**src/rtl/gemini_wb_pkg.sv**
```systemverilog
// Shared types and helpers for the Wishbone master adapter and its timeout counter.
package gemini_wb_pkg;

    // Master adapter sequencing: accept a command, run one classic cycle, hold the response.
    typedef enum logic [1:0] {
        WBM_IDLE = 2'd0,
        WBM_BUS  = 2'd1,
        WBM_RESP = 2'd2
    } wbm_state_e;

    // Widest data bus the response record can carry; adapters narrower than this
    // zero-extend into it and only present their low DATA_WIDTH bits.
    localparam int unsigned WBM_RDATA_W = 64;

    // Response record held in RESP until the consumer takes it.
    typedef struct packed {
        logic [WBM_RDATA_W-1:0] rdata;
        logic                   err;
    } wbm_rsp_t;

    // Width of a counter that must reach 'limit' without wrapping; never below one bit.
    function automatic int unsigned wbm_timer_width(input int unsigned limit);
        int unsigned w;
        if (limit == 0) begin
            w = 1;
        end else begin
            w = $clog2(limit + 1);
            if (w < 1) begin
                w = 1;
            end
        end
        return w;
    endfunction

endpackage

```
**src/rtl/wb_timeout_ctr.sv**
```systemverilog
// Saturating bus-cycle timer. Flags 'expired' on the last permitted cycle
// (count == LIMIT-1) so the owner can terminate on that same edge.
// LIMIT = 0 disables expiry altogether.
module wb_timeout_ctr
    import gemini_wb_pkg::*;
#(
    parameter int unsigned LIMIT = 255
) (
    input  logic clk,
    input  logic srst,
    input  logic clear,
    input  logic enable,
    output logic expired
);

    localparam int unsigned CW = wbm_timer_width(LIMIT);
    localparam logic [CW-1:0] CNT_MAX = CW'(LIMIT);

    logic [CW-1:0] count_reg;
    logic [CW-1:0] count_next;

    // Next count: clear has priority, otherwise count up while enabled and stick at LIMIT.
    always_comb begin
        count_next = count_reg;
        if (clear) begin
            count_next = '0;
        end else if (enable && (count_reg != CNT_MAX)) begin
            count_next = count_reg + CW'(1);
        end
    end

    // Count register.
    always_ff @(posedge clk) begin
        if (srst) begin
            count_reg <= '0;
        end else begin
            count_reg <= count_next;
        end
    end

    generate
        if (LIMIT == 0) begin : g_no_limit
            logic count_unused;
            assign count_unused = ^count_reg;
            assign expired      = 1'b0;
        end else begin : g_limit
            localparam logic [CW-1:0] CNT_LAST = CW'(LIMIT - 1);
            assign expired = (count_reg == CNT_LAST);
        end
    endgenerate

endmodule

```
**src/rtl/wb_master_adapter.sv**
```systemverilog
// Valid/ready command/response front end driving a Wishbone B4 classic-cycle master.
// One transaction in flight; a hung slave is converted into an error response by a
// bus timer. Every wb_*_o comes straight from a flop so no input reaches an output
// combinationally.
module wb_master_adapter
    import gemini_wb_pkg::*;
#(
    parameter int unsigned ADDR_WIDTH     = 32,
    parameter int unsigned DATA_WIDTH     = 32,
    parameter int unsigned TIMEOUT_CYCLES = 255
) (
    input  logic                    wb_clk_i,
    input  logic                    wb_rst_i,
    // command channel
    input  logic                    cmd_valid,
    output logic                    cmd_ready,
    input  logic [ADDR_WIDTH-1:0]   cmd_addr,
    input  logic [DATA_WIDTH-1:0]   cmd_wdata,
    input  logic                    cmd_we,
    input  logic [DATA_WIDTH/8-1:0] cmd_be,
    // response channel
    output logic                    rsp_valid,
    input  logic                    rsp_ready,
    output logic [DATA_WIDTH-1:0]   rsp_rdata,
    output logic                    rsp_err,
    // Wishbone master
    output logic [ADDR_WIDTH-1:0]   wb_adr_o,
    output logic [DATA_WIDTH-1:0]   wb_dat_o,
    input  logic [DATA_WIDTH-1:0]   wb_dat_i,
    output logic                    wb_we_o,
    output logic [DATA_WIDTH/8-1:0] wb_sel_o,
    output logic                    wb_cyc_o,
    output logic                    wb_stb_o,
    input  logic                    wb_ack_i,
    input  logic                    wb_err_i,
    // status
    output logic                    busy
);

    localparam int unsigned SEL_WIDTH = DATA_WIDTH / 8;

    wbm_state_e              state_reg;
    logic                    cmd_ready_reg;
    logic [ADDR_WIDTH-1:0]   adr_reg;
    logic [DATA_WIDTH-1:0]   dat_reg;
    logic                    we_reg;
    logic [SEL_WIDTH-1:0]    sel_reg;
    logic                    cyc_reg;
    logic                    stb_reg;
    logic                    rsp_valid_reg;
    wbm_rsp_t                rsp_reg;

    logic                    cmd_accept;
    logic                    timer_expired;

    assign cmd_accept = (state_reg == WBM_IDLE) && cmd_valid;

    // Bus timer: restarted on every accepted command, runs only while the cycle is open.
    wb_timeout_ctr #(
        .LIMIT (TIMEOUT_CYCLES)
    ) u_timeout_ctr (
        .clk     (wb_clk_i),
        .srst    (wb_rst_i),
        .clear   (cmd_accept),
        .enable  (state_reg == WBM_BUS),
        .expired (timer_expired)
    );

    // Transaction sequencer: latches the command onto the bus, waits for ack/err/timeout,
    // then parks the response until the consumer takes it.
    always_ff @(posedge wb_clk_i) begin
        if (wb_rst_i) begin
            state_reg     <= WBM_IDLE;
            cmd_ready_reg <= 1'b1;
            adr_reg       <= '0;
            dat_reg       <= '0;
            we_reg        <= 1'b0;
            sel_reg       <= '0;
            cyc_reg       <= 1'b0;
            stb_reg       <= 1'b0;
            rsp_valid_reg <= 1'b0;
            rsp_reg       <= '0;
        end else begin
            case (state_reg)
                WBM_IDLE: begin
                    if (cmd_valid) begin
                        adr_reg       <= cmd_addr;
                        dat_reg       <= cmd_wdata;
                        we_reg        <= cmd_we;
                        sel_reg       <= cmd_be;
                        cyc_reg       <= 1'b1;
                        stb_reg       <= 1'b1;
                        cmd_ready_reg <= 1'b0;
                        state_reg     <= WBM_BUS;
                    end
                end

                WBM_BUS: begin
                    // Error beats ack, ack beats the timer on the same cycle.
                    if (wb_err_i) begin
                        rsp_reg.err   <= 1'b1;
                        rsp_reg.rdata <= '0;
                        cyc_reg       <= 1'b0;
                        stb_reg       <= 1'b0;
                        rsp_valid_reg <= 1'b1;
                        state_reg     <= WBM_RESP;
                    end else if (wb_ack_i) begin
                        rsp_reg.err   <= 1'b0;
                        rsp_reg.rdata <= we_reg ? '0 : WBM_RDATA_W'(wb_dat_i);
                        cyc_reg       <= 1'b0;
                        stb_reg       <= 1'b0;
                        rsp_valid_reg <= 1'b1;
                        state_reg     <= WBM_RESP;
                    end else if (timer_expired) begin
                        rsp_reg.err   <= 1'b1;
                        rsp_reg.rdata <= '0;
                        cyc_reg       <= 1'b0;
                        stb_reg       <= 1'b0;
                        rsp_valid_reg <= 1'b1;
                        state_reg     <= WBM_RESP;
                    end
                end

                WBM_RESP: begin
                    if (rsp_ready) begin
                        rsp_valid_reg <= 1'b0;
                        cmd_ready_reg <= 1'b1;
                        state_reg     <= WBM_IDLE;
                    end
                end

                default: begin
                    cyc_reg       <= 1'b0;
                    stb_reg       <= 1'b0;
                    rsp_valid_reg <= 1'b0;
                    cmd_ready_reg <= 1'b1;
                    state_reg     <= WBM_IDLE;
                end
            endcase
        end
    end

    // The response record may be wider than this bus; only the low bits are presented.
    logic rsp_rdata_unused;
    assign rsp_rdata_unused = ^rsp_reg.rdata;

    assign cmd_ready = cmd_ready_reg;
    assign rsp_valid = rsp_valid_reg;
    assign rsp_rdata = rsp_reg.rdata[DATA_WIDTH-1:0];
    assign rsp_err   = rsp_reg.err;
    assign wb_adr_o  = adr_reg;
    assign wb_dat_o  = dat_reg;
    assign wb_we_o   = we_reg;
    assign wb_sel_o  = sel_reg;
    assign wb_cyc_o  = cyc_reg;
    assign wb_stb_o  = stb_reg;
    assign busy      = (state_reg != WBM_IDLE);

endmodule
```
**config.mk**
```make
export PLATFORM = sky130hd
export DESIGN_NAME = wb_master_adapter
export DESIGN_NICKNAME = d
export VERILOG_FILES = /design/src/rtl/gemini_wb_pkg.sv /design/src/rtl/wb_timeout_ctr.sv /design/src/rtl/wb_master_adapter.sv
export SDC_FILE = /design/constraint.sdc
export NUM_CORES = 1
export LEC_CHECK = 0
export CORE_UTILIZATION = 42
export CTS_BUF_LIST = sky130_fd_sc_hd__clkbuf_2 sky130_fd_sc_hd__clkbuf_4 sky130_fd_sc_hd__clkbuf_8
export DETAILED_ROUTE_END_ITERATION = 8
export PLACE_DENSITY = 0.83
export SLEW_MARGIN = 20
export SYNTH_ARGS = -nofsm -noshare
export SYNTH_HDL_FRONTEND = slang
export SYNTH_SLANG_ARGS = --single-unit
```
**constraint.sdc**
```tcl
create_clock -name wb_clk_i -period 2.1 [get_ports wb_clk_i]
set_input_delay 0.525 -clock wb_clk_i [delete_from_list [all_inputs] [get_ports wb_clk_i]]
set_output_delay 0.525 -clock wb_clk_i [all_outputs]
set_load 0.02 [all_outputs]
```
# After elaboration in Yosys (flattened, before gate mapping)
# Cells that the tools add are included.
# word_totals
elab_cells,57
input_bits,107
reg_bits,115
out_inout_bits,107
# classes
n_eq_ne,7
muxes,23
add_sub_neg,1
n_reduce_logical,12
bitwise_logic,3
# op_table
cell,count
$mux W33,3
$mux W32,1
$reduce_and A3 Y1,4
$mux W1,10
$mux W2,5
$pmux W1 S3,3
$add A8 B1 Y8 const B,1
$eq A8 B8 Y1 const B,1
$ne A8 B8 Y1 const B,1
$pmux W2 S3,1
$ne A2 B2 Y1 const B,2
$ne A4 B4 Y1 const B,1
$reduce_and A2 Y1,2
$not A1 Y1,3
$reduce_bool A3 Y1,1
$eq A2 B1 Y1 const B,1
$eq A2 B2 Y1 const B,1
$logic_and A1 B1 Y1,2
$logic_not A2 Y1,1
$reduce_bool A2 Y1,1
$reduce_or A2 Y1,1

# Logic depth before layout (Yosys ltp)
# depth
ltp_word,5
mapped_depth,6

# Modules after synthesis
# From an unflattened synthesis, not the netlist that was laid out.
# hier_totals
hier_cells,519
hier_area_um2,4463.0
# modules_own_cells
mod,seq_area_each_um2,cells_per_inst,instances,area_per_inst_um2
wb_master_adapter,2142.1,468,1,4013.8
wb_timeout_ctr,160.2,51,1,449.2

# Worst setup path after synthesis
# OpenSTA, ideal clock, no wires.
# synth_timing
kind,in2reg
startpoint,input port wb_rst_i
endpoint,register rsp_reg (netlist bit rsp_rdata[1])
required_time_ns,2.028
setup_ns,0.072
path_slack_ns,0.519
t_arrival_ns,1.509
path_stages,5
cell_sequence,clkbuf_1 > nor4b_2 > clkbuf_1 > nand2_1 > mux2i_1
# synth_lines
item,line,rtl
start: declaration,wb_master_adapter.sv:13,"input logic wb_rst_i,"
end: declaration,wb_master_adapter.sv:51,wbm_rsp_t rsp_reg;

# Worst setup path after layout
# layout_timing
startpoint,register we_reg (netlist: wb_we_o)
endpoint,output port wb_we_o
# layout_lines
item,line,rtl
start: declaration,wb_master_adapter.sv:46,logic we_reg;
start signal: assignment,wb_master_adapter.sv:89,we_reg <= cmd_we;
end: declaration,wb_master_adapter.sv:30,"output logic wb_we_o,"
# No word-level cell between the ends.

==> qor_table.md <==
| Result | This run |
| --- | --- |
| Status | completed |
| Effective utilization at floorplan | 44.13% |
| Worst path slowest cell | clkdlybuf4s50_1 |
| Bufs on Longest Clock Path | 2 |
| Sum of met3 wire segment lengths after detailed routing | 755 um |
| Setup WS pre-CTS | 0.05236 ns |
| Global-route wire length before repair | 20140 um |
| Initial DRT Pass Iterations | 4 |
| Share of post-route cells with drive strength above 1 | 7.221% |
| Post-detailed-placement half-perimeter wirelength | 8639 um |
| Reg2Reg Setup Slack | 0.44 ns |
| Cell breakdown of the critical path | clkdlybuf4s50_1 |
| Final clock skew | 0.008581 ns |
| Top cell type by total area after synthesis | dfxtp_1 |
| Class of the worst hold path | reg -> reg |
| Unique cell type count in the Yosys netlist | 37 |
| Aggregate negative setup slack | 0 ns |
| Cts repair resizes | 2 |
| Post-synthesis net count | 626 |
| Post-detailed-route DRC marker count | 0 |
| Met1 wire length | 4845 um |
| Final Hold Vio Count | 0 |
| Minimum clock period after layout | 2.033 ns |
| Diodes inserted | 0 |
| CP Data Required Time | 1.57 ns |
| H-tree Lvls | 4 |
| Boundary pin count | 214 |
| Buffer and inverter count on the worst path | 1 |
| Post-synth design cell area | 4393 um^2 |
| Final nets | 830 |
| Critical setup path kind | reg -> out |
| Remaining global-route overflow | 0 |
| Chip width | 104.3 um |
| GRT Resource Usage Total | 23.15% |
| Post-route ant nets | 0 |
| Largest stage delay, worst path | 0.66 ns |
| Placeable core region | 9955 um^2 |
| Area growth from synthesis to layout | 62.12% |
| Die Ht | 104.3 um |
| LEAKAGE | 2.781 nW |
| Setup fix buffers added after clock tree synthesis | 0 |
| Post-synthesis cell count | 517 |
| Number of core rows | 36 |
| Vias/cell | 4.827 |
| Maximum number of pins on one net before global-route repair | 71 |
| Number of buffer cells added on primary ports | 213 |
| Number of clock buffers inserted by TritonCTS | 17 |
| Clock transition at the registers of the reported paths | 0.07 ns |
| Areal power density over the cells | 767.2 nW/um^2 |
| Maxcap violations | 0 |
| Clock root buffer master | clkbuf_8 |
| Critical path capture point type | output port |
| Crit path max fanout | 3 |
| Cell class contributing the biggest share of worst-path delay | buffers and inverters |
| Register bit count reported by yosys | 115 |
| Worst vdd ir | 0.5624 mV |
| Slew at the pin closest to its max-slew limit | 0.4332 ns |
| Clock tree sinks | 115 |
| Die ar. | 10870 um^2 |
| Worst-skew pair later-pin latency | 0.42 ns |
| Uppermost signal routing layer after detailed routing | met4 |
| Vias | 4185 |
| Detailed-route wire length per cell | 14.10 um |
| Sum of routed wire length over all layers | 12220 um |
| Fmax | 0.4919 GHz |
| Count of filler cells inserted in the layout | 787 |
| Period utilisation layout | 96.81% |
| Synth warn | 0 |
| Number of setup violations in the final report | 0 |
| Share of synthesized area occupied by flip-flops and latches | 52.41% |
| Number of global-route vias before repair | 4316 |
| Unrepaired setup endpoints after global routing | false |
| Met2 WL post-DR | 6326 um |
| CTS tree | built |
| Sort of element at the start of the critical path | flop |
| Arrival time at the worst endpoint | 1.51 ns |
| Portion of synthesized cell area occupied by the leading cell type | 52.41% |
| Initial antenna violation count | 0 |
| Placer congestion estimate | 0.7469 |
| Main area contributors after synthesis | dfxtp_1 (52%), nand2_1 (15%), a21oi_1 (8.3%) |
| Avg Inst Size Synth | 8.497 um^2 |
| Initial drt markers | 157 |
| Relative slew slack | 71.12% |
| Final Max Tran Viols | 0 |
| Fin worst setup slack | 0.06689 ns |
| Quantity of hold-fixing buffers added after cts | 0 |
[layout by cell type (no fill, tap or decap), types with 2 or more instances in the layout]
| cell type | count |
|---|---|
| inv_1 | 3 |
| o21a_1 | 2 |
| and3_1 | 2 |
| dfxtp_1 | 114 |
| buf_12 | 7 |
| clkinv_4 | 2 |
| o21ai_0 | 2 |
| nor3_1 | 2 |
| nor2_1 | 8 |
| and2_1 | 2 |
| ha_1 | 2 |
| nand2b_1 | 35 |
| nand2_1 | 172 |
| a21oi_1 | 73 |
| clkbuf_8 | 20 |
| o211ai_1 | 2 |
| xor2_1 | 4 |
| mux2i_1 | 32 |
| nand3_1 | 2 |
| buf_4 | 4 |
| nand4_1 | 2 |
| clkdlybuf4s50_1 | 211 |
| nor2b_1 | 2 |
| bufinv_16 | 3 |
| clkinvlp_4 | 4 |
[cells in the mapped netlist, drive strengths merged]
cell type	count
a211oi	1
a21oi	74
a311o	1
a311oi	1
and2	2
and3	2
and4	1
and4b	1
buf	10
clkbuf	28
dfxtp	115
ha	2
inv	3
mux2	1
mux2i	32
nand2	173
nand2b	35
nand3	2
nand4	3
nor2	8
nor2b	2
nor3	3
nor4b	1
o211ai	2
o21a	2
o21ai	2
o31ai	1
or2	1
or3	2
or4	1
xnor2	1
xor2	4
[worst reg2reg max path: stages, from the launching register on]
cell	delay, ns
dfxtp_1	0.43
inv_1	0.07
ha_1	0.20
a311o_1	0.30
nand2_2	0.16
buf_12	0.20
mux2i_1	0.22
[path summary, 6_finish.rpt]
| path | start | cells after the start | end |
|---|---|---|---|
| max | wb_we_o | 1 | wb_we_o |
| min | wb_adr_o[15] | 2 | wb_adr_o[15] |
| max reg2reg | u_timeout_ctr.count_reg[0] | 6 | rsp_rdata[18] |
| min reg2reg | wb_adr_o[15] | 2 | wb_adr_o[15] |
[cell families after synthesis]
group	Yosys count	share of synthesized area, %
simple gates	237	23.95
flops	115	52.41
compound gates	84	10.20
buf+inv	41	4.329
mux	33	7.548
xor+xnor	5	0.9968
fa+ha+maj	2	0.5695
[final cells by class]
type	count	area [um^2]	share of cell area (%)
multi-input cells	361	1916	26.90
well taps	133	166.4	2.337
clock inverters	11	151.4	2.126
clock buffers	21	282.8	3.970
repair buffers	223	2291	32.17
flip-flops and latches	115	2303	32.34
inverters	3	11.26	0.1581
[metal layers]
layer	track usage, %	vias up
li1	-	2092
met1	24.06	1943
met2	41.96	128
met3	7.957	22
met4	9.898	0
met5	0	-
[where the power goes]
part           internal [mW]  leakage, nW  switching (mW)
clock network           1.29        0.208           0.906
logic                  0.486         1.63           0.434
registers               2.29        0.939          0.0617
total                   4.06         2.78            1.40
[per-stage QoR]
stage	total power, mW	area (um^2)	utilization, %	hold WS [ns]	cells
6_report	5.464	7122	71.54	0.4544	867
4_1_cts	5.514	7122	71.54	0.4550	867
5_1_grt	5.706	7122	71.54	0.4717	867
2_1_floorplan	2.816	4393	-	0.4748	517
3_3_place_gp	3.299	6688	67.18	0.4405	835
3_5_place_dp	3.326	6688	67.18	0.4453	835
Note: power is estimated with default switching activity, not from simulation.
==> edit (config.mk and constraints unchanged) <==
Reset style: asynchronous (`srst` and `wb_rst_i`), changed in 2 clocked blocks.
--- a/src/rtl/wb_timeout_ctr.sv
+++ b/src/rtl/wb_timeout_ctr.sv
@@ -32,3 +32,3 @@
     // Count register.
-    always_ff @(posedge clk) begin
+    always_ff @(posedge clk or posedge srst) begin
         if (srst) begin
--- a/src/rtl/wb_master_adapter.sv
+++ b/src/rtl/wb_master_adapter.sv
@@ -70,3 +70,3 @@
     // then parks the response until the consumer takes it.
-    always_ff @(posedge wb_clk_i) begin
+    always_ff @(posedge wb_clk_i or posedge wb_rst_i) begin
         if (wb_rst_i) begin
Function: differs if wb_rst_i is asserted again (counterexample within 4 cycles, from zero or initial values and one cycle with wb_rst_i high); with wb_rst_i held inactive, the same outputs for 4 cycles.
==> edit against the unedited design <==
  * Sequential cell count is the same
  * Core utilization shrank 4.0 points
  * Wire length grew 3.8%
  * Synthesized area grew 11%
  * Final area grew 7.9%
  * Setup slack gained 27 ps
  * Critical path type unchanged
  * Critical endpoint unchanged
Power is not compared: it rests on default switching activity, and its combinational part moved more than twofold at a synthesized area within 25%.
==> edit: results (changes against the unedited design) <==
- Outcome: complete, no violations
- Switching power: 0.004267 W
- R2R cell count: 5 (-1)
- Slowest stage cell on the critical path: clkdlybuf4s50_1
- Post-DP HPWL: 9062 µm (+4.9%)
- Vias per cell: 5.101 (+5.7%)
- Commonest cells post-synth: dfrtp_1, mux2_2, inv_1, o21ai_0, a32oi_1
- Total CTS buffers: 17 (unchanged)
- Layout Nets: 699 (-16%)
- Filler Cell Count: 827 (+5.1%)
- Crit path max fanout: 4 (+1)
- First-pass GRT wire length: 19540 µm (-3.0%)
- Reg-to-reg critical path endpoint: rsp_rdata[28]$_DFFE_PP0P_
- Critical path arrival: 1480 ps (-30 ps)
- Vias in the first global route: 3930 (-8.9%)
- Iteration-0 DRC Markers: 244 (+55%)
- Top cells by area, synth: dfrtp_1, mux2_2, mux2_4
- Worst r2r src: state_reg[1]$_DFFE_PP0P_
- WL final: 12680 µm (+3.8%)
- Syn nets: 482 (-23%)
- CTS Buffer Depth: 2 (unchanged)
- Asr flop ratio synth: 100.0% (+100 points)
- WHS Path Cells: 1 (-1)
- R2R setup slack: 420 ps (-20 ps)
- Worst Setup SP: wb_we_o$_DFFE_PP0P_
- Final Worst Setup Slack: 94.19 ps (+27.30 ps)
- GR Util All Layers: 21.60% (-1.5 points)
- Gpl congestion: 0.7927 (+6.1%)
- Netlist cell types: 40 (+8.1%)
- Clock skew: 7.665 ps (-0.9153 ps)
- Least-Margin Pin Slew: 560.1 ps (+126.9 ps)
- Placement-stage cell area: 7229 µm² (+8.1%)
- Clk pin slew, worst setup/hold paths: 70 ps (about the same)
- Largest net degree at the start of global routing: 82 (+15%)
- Cell with the most instances after synthesis: dfrtp_1
- Dpl ws: 8.111 ps (-44.25 ps)
- Worst setup endpoint: wb_we_o
- Proportion of layout cells with a drive suffix above 1: 20.23% (+13 points)
- Sequential area share after synthesis: 58.91% (+6.5 points)
## edit: cell count changes after synthesis, sizes merged, moves of 26 or more
cell,delta
nand2,-165
dfxtp,-115
dfrtp,+114
a21oi,-73
mux2,+68
o21ai,+34
inv,+33
nand2b,-33
a32oi,+31
mux2i,-26
## edit: worst min path at each step
stage	slack, ps	from	end
after floorplan	490	u_timeout_ctr.count_reg[0]$_DFFE_PP0P_	u_timeout_ctr.count_reg[0]$_DFFE_PP0P_
after global placement	490	wb_adr_o[18]$_DFFE_PP0P_	wb_adr_o[18]$_DFFE_PP0P_
after detailed placement	500	wb_adr_o[25]$_DFFE_PP0P_	wb_adr_o[25]$_DFFE_PP0P_
after CTS	510	wb_dat_o[25]$_DFFE_PP0P_	wb_dat_o[25]$_DFFE_PP0P_
after global routing	520	wb_adr_o[20]$_DFFE_PP0P_	wb_adr_o[20]$_DFFE_PP0P_
final	510	wb_adr_o[11]$_DFFE_PP0P_	wb_adr_o[11]$_DFFE_PP0P_
## edit: layout make-up
cell class,count,area share [%]
inverters,36,1.808
multi-input cells,195,22.59
repair buffers,225,29.87
clock buffers,23,3.958
clock inverters,9,1.955
flip-flops and latches,115,37.48
well taps,143,2.329
## edit: logic make-up (layout without fill, tap and decap cells)
group | count (synthesis) | after routing | share of synthesized area (%)
multiplexers | 75 | 75 | 18.89
adder cells (fa/ha/maj) | 2 | 2 | 0.5120
buffers and inverters | 63 | 293 | 5.888
AND/OR/NAND/NOR | 37 | 37 | 4.352
flip-flops | 115 | 115 | 58.91
AO/OA/AOI/OAI | 81 | 81 | 11.44
## edit: metal layers
| metal | routed length [µm] | vias up | global-route usage [%] |
|---|---|---|---|
| li1 | - | 1768 | - |
| met1 | 4904 | 1868 | 25.01 |
| met2 | 6490 | 161 | 36.29 |
| met3 | 1161 | 8 | 9.366 |
| met4 | 127 | 0 | 6.095 |
| met5 | 0 | - | 0 |
## edit: timing repair
action                                  4_1_cts  5_1_grt
resized for setup                             2        0
endpoints found under the setup margin        2        0
endpoints found under the hold margin         0        0
## edit: per-stage QoR
stage               util [%]  instances
CTS                    67.56        746
global route           67.56        746
detailed placement     63.59        714
global placement       63.59        714
finish                 67.56        746
floorplan                  -        373
## edit: power by group through the flow
stage / combinational (W) / sequential (W) / clock [W]
2_1_floorplan: 0.00189 / 0.00504 / 0
3_3_place_gp: 0.00563 / 0.00387 / 0
3_5_place_dp: 0.00578 / 0.00393 / 0
4_1_cts: 0.00579 / 0.00393 / 0.00236
5_1_grt: 0.00612 / 0.00406 / 0.00247
6_report: 0.00575 / 0.00393 / 0.00230
